`src/rtl/alarm_mode_controller.sv`:
```
// Alarm clock control FSM: timekeeping, alarm setting/arming, field adjust and ring handling.
// All outputs are registered; press pulses are one clk wide and resolved by fixed priority.
module alarm_mode_controller #(
  parameter int RING_SECONDS = 60
) (
  input  logic       clk,
  input  logic       reset,
  input  logic       tick_1hz,
  input  logic       btn_c,
  input  logic       btn_u,
  input  logic       btn_d,
  input  logic       btn_l,
  input  logic       btn_r,
  output logic [4:0] hours,
  output logic [5:0] minutes,
  output logic [5:0] seconds,
  output logic [4:0] alarm_hours,
  output logic [5:0] alarm_minutes,
  output logic [1:0] mode,
  output logic [1:0] sel,
  output logic       alarm_en,
  output logic       buzzer
);
  localparam logic [1:0] CLOCK  = 2'd0;
  localparam logic [1:0] ADJUST = 2'd1;
  localparam logic [1:0] RING   = 2'd2;
  localparam logic [5:0] RING_LIM = 6'(RING_SECONDS);

  logic [4:0] n_hours, n_alarm_hours, h_inc;
  logic [5:0] n_minutes, n_seconds, n_alarm_minutes, m_inc, s_inc;
  logic [1:0] n_mode, n_sel;
  logic       n_alarm_en, n_buzzer;
  logic [5:0] ring_cnt, n_ring_cnt, cnt_inc;
  logic       p_c, p_u, p_d, p_r, p_l, any_btn;
  logic       sec_wrap, min_wrap, alarm_hit;
  logic [5:0] step_src, step_max, step_v;

  // Only the highest-priority press of a cycle is acted on.
  assign p_c     = btn_c;
  assign p_u     = btn_u & ~btn_c;
  assign p_d     = btn_d & ~btn_c & ~btn_u;
  assign p_r     = btn_r & ~btn_c & ~btn_u & ~btn_d;
  assign p_l     = btn_l & ~btn_c & ~btn_u & ~btn_d & ~btn_r;
  assign any_btn = btn_c | btn_u | btn_d | btn_r | btn_l;

  assign sec_wrap = (seconds == 6'd59);
  assign min_wrap = (minutes == 6'd59);
  assign s_inc    = sec_wrap ? 6'd0 : seconds + 6'd1;
  assign m_inc    = sec_wrap ? (min_wrap ? 6'd0 : minutes + 6'd1) : minutes;
  assign h_inc    = (sec_wrap && min_wrap) ? ((hours == 5'd23) ? 5'd0 : hours + 5'd1) : hours;
  assign cnt_inc  = ring_cnt + 6'd1;

  assign alarm_hit = alarm_en & ~btn_c & tick_1hz & sec_wrap &
                     (m_inc == alarm_minutes) & (h_inc == alarm_hours);

  // Shared wrap-around up/down step for whichever field sel points at.
  assign step_src = (sel == 2'd0) ? {1'b0, hours} :
                    (sel == 2'd1) ? minutes :
                    (sel == 2'd2) ? {1'b0, alarm_hours} : alarm_minutes;
  assign step_max = sel[0] ? 6'd59 : 6'd23;
  assign step_v   = p_u ? ((step_src == step_max) ? 6'd0 : step_src + 6'd1)
                        : ((step_src == 6'd0) ? step_max : step_src - 6'd1);

  always_comb begin
    n_hours         = hours;
    n_minutes       = minutes;
    n_seconds       = seconds;
    n_alarm_hours   = alarm_hours;
    n_alarm_minutes = alarm_minutes;
    n_mode          = mode;
    n_sel           = sel;
    n_alarm_en      = alarm_en;
    n_ring_cnt      = ring_cnt;
    case (mode)
      CLOCK: begin
        if (tick_1hz) begin
          n_seconds = s_inc;
          n_minutes = m_inc;
          n_hours   = h_inc;
        end
        if (p_c) begin
          n_mode = ADJUST;
          n_sel  = 2'd0;
        end else if (p_u) begin
          n_alarm_en = ~alarm_en;
        end
        if (alarm_hit) begin
          n_mode     = RING;
          n_ring_cnt = 6'd0;
        end
      end
      ADJUST: begin
        if (p_c) begin
          n_mode    = CLOCK;
          n_sel     = 2'd0;
          n_seconds = 6'd0;
        end else if (p_r) begin
          n_sel = sel + 2'd1;
        end else if (p_l) begin
          n_sel = sel - 2'd1;
        end else if (p_u || p_d) begin
          case (sel)
            2'd0:    n_hours         = step_v[4:0];
            2'd1:    n_minutes       = step_v;
            2'd2:    n_alarm_hours   = step_v[4:0];
            default: n_alarm_minutes = step_v;
          endcase
        end
      end
      RING: begin
        if (tick_1hz) begin
          n_seconds  = s_inc;
          n_minutes  = m_inc;
          n_hours    = h_inc;
          n_ring_cnt = cnt_inc;
        end
        if (any_btn || (tick_1hz && cnt_inc == RING_LIM)) begin
          n_mode     = CLOCK;
          n_ring_cnt = 6'd0;
        end
      end
      default: n_mode = CLOCK;
    endcase
    n_buzzer = (n_mode == RING);
  end

  always_ff @(posedge clk or posedge reset) begin
    if (reset) begin
      hours         <= '0;
      minutes       <= '0;
      seconds       <= '0;
      alarm_hours   <= '0;
      alarm_minutes <= '0;
      mode          <= CLOCK;
      sel           <= '0;
      alarm_en      <= 1'b0;
      buzzer        <= 1'b0;
      ring_cnt      <= '0;
    end else begin
      hours         <= n_hours;
      minutes       <= n_minutes;
      seconds       <= n_seconds;
      alarm_hours   <= n_alarm_hours;
      alarm_minutes <= n_alarm_minutes;
      mode          <= n_mode;
      sel           <= n_sel;
      alarm_en      <= n_alarm_en;
      buzzer        <= n_buzzer;
      ring_cnt      <= n_ring_cnt;
    end
  end
endmodule
```
`config.mk`:
```
export PLATFORM = sky130hd
export DESIGN_NAME = alarm_mode_controller
export DESIGN_NICKNAME = d
export VERILOG_FILES = /design/src/rtl/alarm_mode_controller.sv
export SDC_FILE = /design/constraint.sdc
export NUM_CORES = 1
export LEC_CHECK = 0
export CELL_PAD_IN_SITES_DETAIL_PLACEMENT = 0
export CELL_PAD_IN_SITES_GLOBAL_PLACEMENT = 1
export CORE_MARGIN = 1
export CORE_UTILIZATION = 40
export CTS_BUF_LIST = sky130_fd_sc_hd__clkbuf_8
export CTS_CLUSTER_DIAMETER = 120
export DETAILED_ROUTE_END_ITERATION = 6
export PLACE_DENSITY_LB_ADDON = 0.1
export SLEW_MARGIN = 20
export SYNTH_ARGS = -nofsm -noshare
export SYNTH_HDL_FRONTEND = slang
export SYNTH_SLANG_ARGS = --single-unit
export TNS_END_PERCENT = 20
```
`constraint.sdc`:
```
create_clock -name clk -period 6 [get_ports clk]
set_input_delay 1.2 -clock clk [delete_from_list [all_inputs] [get_ports clk]]
set_output_delay 1.2 -clock clk [all_outputs]
set_load 0.005 [all_outputs]
```
==> flow_metrics.env <==
export IMPL_period_share_pct=67.40
export IMPL_avgSynthCellArea_um2=8.413
export IMPL_place_ws_ns=1.592
export IMPL_nNetsFinal=439
export IMPL_cp_arrival_ns=4.28
export IMPL_post_cts_buffers=0
export IMPL_post_cts_resized=0
export IMPL_die_h_um=92.34
export IMPL_ant_nets=0
export IMPL_initial_core_util_pct=41.81
export IMPL_clockRootBuffer="clkbuf_8"
export IMPL_setup_viol_count_final=0
export IMPL_relSlewSlack_pct=41.00
export IMPL_ys_flop_type="dfrtp_1"
export IMPL_grt_ovfl_total=0
export IMPL_finalHoldViolations=0
export IMPL_grt_total_usage_pct=24.76
export IMPL_cp_buffers_inverters=1
export IMPL_drt_first_pass_iters=4
export IMPL_vias=3197
export IMPL_antenna_cells=0
export IMPL_netlist_instances=388
export IMPL_grt_pass1_wl_mm=16.50
export IMPL_fmax_mhz=247.3
export IMPL_syn_to_final_growth_pct=17.48
export IMPL_clk_pin_slew_worst_paths_ns=0.08
export IMPL_syn_nets=408
export IMPL_vdd_drop_max_mv=0.2595
export IMPL_ioPinCount=42
export IMPL_power_density_nw_per_um2=427.7
export IMPL_final_common_cell="clkdlybuf4s50_1"
export IMPL_yosysWarningCount=0
export IMPL_cp_depth=8
export IMPL_utilization_pct=49.12
export IMPL_tightest_slew_ns=0.8727
export IMPL_cts_made_buffers=5
export IMPL_hold_depth=1
export IMPL_holdBufCountCts=0
export IMPL_tns_ns=0
export IMPL_multi_input_area_um2=2108
export IMPL_crit_chain="clkdlybuf4s50_1 > nor2b_1 > and4_1 > o2111ai_1 > a311oi_1 > nand4_1 > nor3_2 > o221a_1"
export IMPL_place_congestion=0.8670
export IMPL_dp_cells=513
export IMPL_via_per_inst=6.125
export IMPL_rsz0062_at_grt="false"
export IMPL_crit_slowest_cell="clkdlybuf4s50_1"
export IMPL_final_cells=522
export IMPL_drive_gt1_share_pct=7.381
export IMPL_crit_path_max_fanout=11
export IMPL_p_leak_nw=1.498
export IMPL_async_flop_share_pct=100.0
export IMPL_fillers=772
export IMPL_synth_top_cell_area_share_pct=30.66
export IMPL_drc_errors=0
export IMPL_row_count=32
export IMPL_period_needed_ns=4.044
export IMPL_grt_pass1_vias=3089
export IMPL_synth_top_area_cell="dfrtp_1"
export IMPL_avgRoutedWirePerCell_um=19.01
export IMPL_worstSetupPathType="input port to register"
export IMPL_slew_viol_final=0
export IMPL_htreeDepth=2
export IMPL_endpoint_kind="register"
export IMPL_clk_latency_ns=0.29
export IMPL_placement_io_buffers=41
export IMPL_layout_common_cells="clkdlybuf4s50_1 (41), dfrtp_1 (40), nand2_1 (32), nor2_1 (32), a21oi_1 (22)"
export IMPL_crit_family="simple AND/OR/NAND/NOR gates"
export IMPL_cts_tree="yes"
export IMPL_core_area_um2=7807
export IMPL_p_total_mw=1.640
export IMPL_synth_edf_count=0
export IMPL_drv_cap=0
export IMPL_cts_sinks=40
export IMPL_cts_buffer_depth=2
export IMPL_fin_ws_ns=1.956
export IMPL_ff_latch_area_um2=1001
export IMPL_drtIter0Drc=159
export IMPL_drt_total_wl_mm=9.924
export IMPL_worstPathRequired_ns=6.23
export IMPL_cp_start_kind="input port"
export IMPL_synth_cell_types=67
export IMPL_critPathMaxStageDelay_ns=0.74
export IMPL_outcome="finished clean"
export IMPL_post_dp_hpwl_mm=7.266
export IMPL_r2r_cells=10
export IMPL_ys_seq_area_share_pct=30.66
export IMPL_synth_seq_cells=40
export IMPL_worst_hold_path_type="register to register"
export IMPL_skew_ns=0.007536
export IMPL_antenna_found_initial=0
export IMPL_dieWidth_um=92.34
export IMPL_die_area_um2=8526
export IMPL_grt_max_degree=41
export IMPL_synthTopCellsByArea="dfrtp_1 (31%), ha_1 (4.6%), xnor2_1 (3.8%)"
export IMPL_syn_area_um2=3264
==> stage by stage <==
| stage | cell area [µm²] | hold slack (ns) |
|---|---|---|
| floorplan | 3264 | 0.4774 |
| global placement | 3722 | 0.5162 |
| detailed placement | 3722 | 0.5203 |
| CTS | 3830 | 0.5327 |
| global route | 3835 | 0.5520 |
| finish | 3835 | 0.5201 |
==> cell families (layout without fill, tap and decap cells) <==
group / count (synthesis) / after routing / share of synthesized area (%)
AO/OA/AOI/OAI: 111 / 111 / 23.99
XOR/XNOR: 22 / 22 / 5.903
adder cells (fa/ha/maj): 12 / 12 / 4.599
buffers and inverters: 36 / 68 / 4.753
flip-flops: 40 / 40 / 30.66
multiplexers: 19 / 19 / 6.248
AND/OR/NAND/NOR: 148 / 148 / 23.84
==> path summary, 6_finish.rpt <==
| kind | end | slack [ns] | startpoint |
|---|---|---|---|
| max reg2reg | alarm_minutes[2] | 2.13 | sel[0] |
| min reg2reg | alarm_en | 0.52 | alarm_en |
| min | alarm_en | 0.52 | alarm_en |
| min in group asynchronous | mode[0] | 1.35 | reset |
| max in group asynchronous | hours[2] | 4.28 | reset |
| max | buzzer | 1.96 | tick_1hz |
==> state kept, by name, indices dropped and copies added (netlist names) <==
signal         flops
buzzer             1
minutes            6
mode               2
alarm_minutes      6
ring_cnt           6
sel                2
hours              5
seconds            6
alarm_hours        5
alarm_en           1
==> power by group <==
group          internal, mW  switching, mW  leakage (nW)
clock network         0.122         0.0975        0.0593
logic                 0.430          0.450         0.923
registers             0.343          0.199         0.516
total                 0.894          0.746          1.50
==> routing by layer <==
metal	vias to the layer above	wire, µm	global-route usage (%)
li1	1518	-	-
met4	0	129	6.771
met3	18	528	3.284
met5	-	0	0
met2	118	4539	38.46
met1	1543	4727	35.89
==> layout make-up <==
| class | instances | area share (%) |
|---|---|---|
| clock buffers | 5 | 1.794 |
| clock inverters | 3 | 1.011 |
| inverters | 16 | 1.566 |
| multi-input cells | 312 | 54.98 |
| flip-flops and latches | 40 | 26.10 |
| well taps | 102 | 3.328 |
| repair buffers | 44 | 11.22 |
==> worst register-to-register path: cells and delay by family (launching register included) <==
kind | cells | cell delay (ns)
fa+ha+maj | 2 | 0.62
flops | 1 | 0.47
simple gates | 2 | 0.52
mux | 2 | 0.67
buf+inv | 1 | 0.15
compound gates | 3 | 1.36
==> cell usage after synthesis (9+ instances only) <==
master / number
ha_1: 12
mux2_2: 9
xnor2_1: 14
nand2b_1: 9
o21ai_0: 12
nor2_1: 32
clkbuf_1: 12
nor3_1: 14
nand3_1: 12
nand2_1: 32
dfrtp_1: 40
inv_1: 15
a21oi_1: 22
No activity file was read; power rests on OpenSTA's default activity.
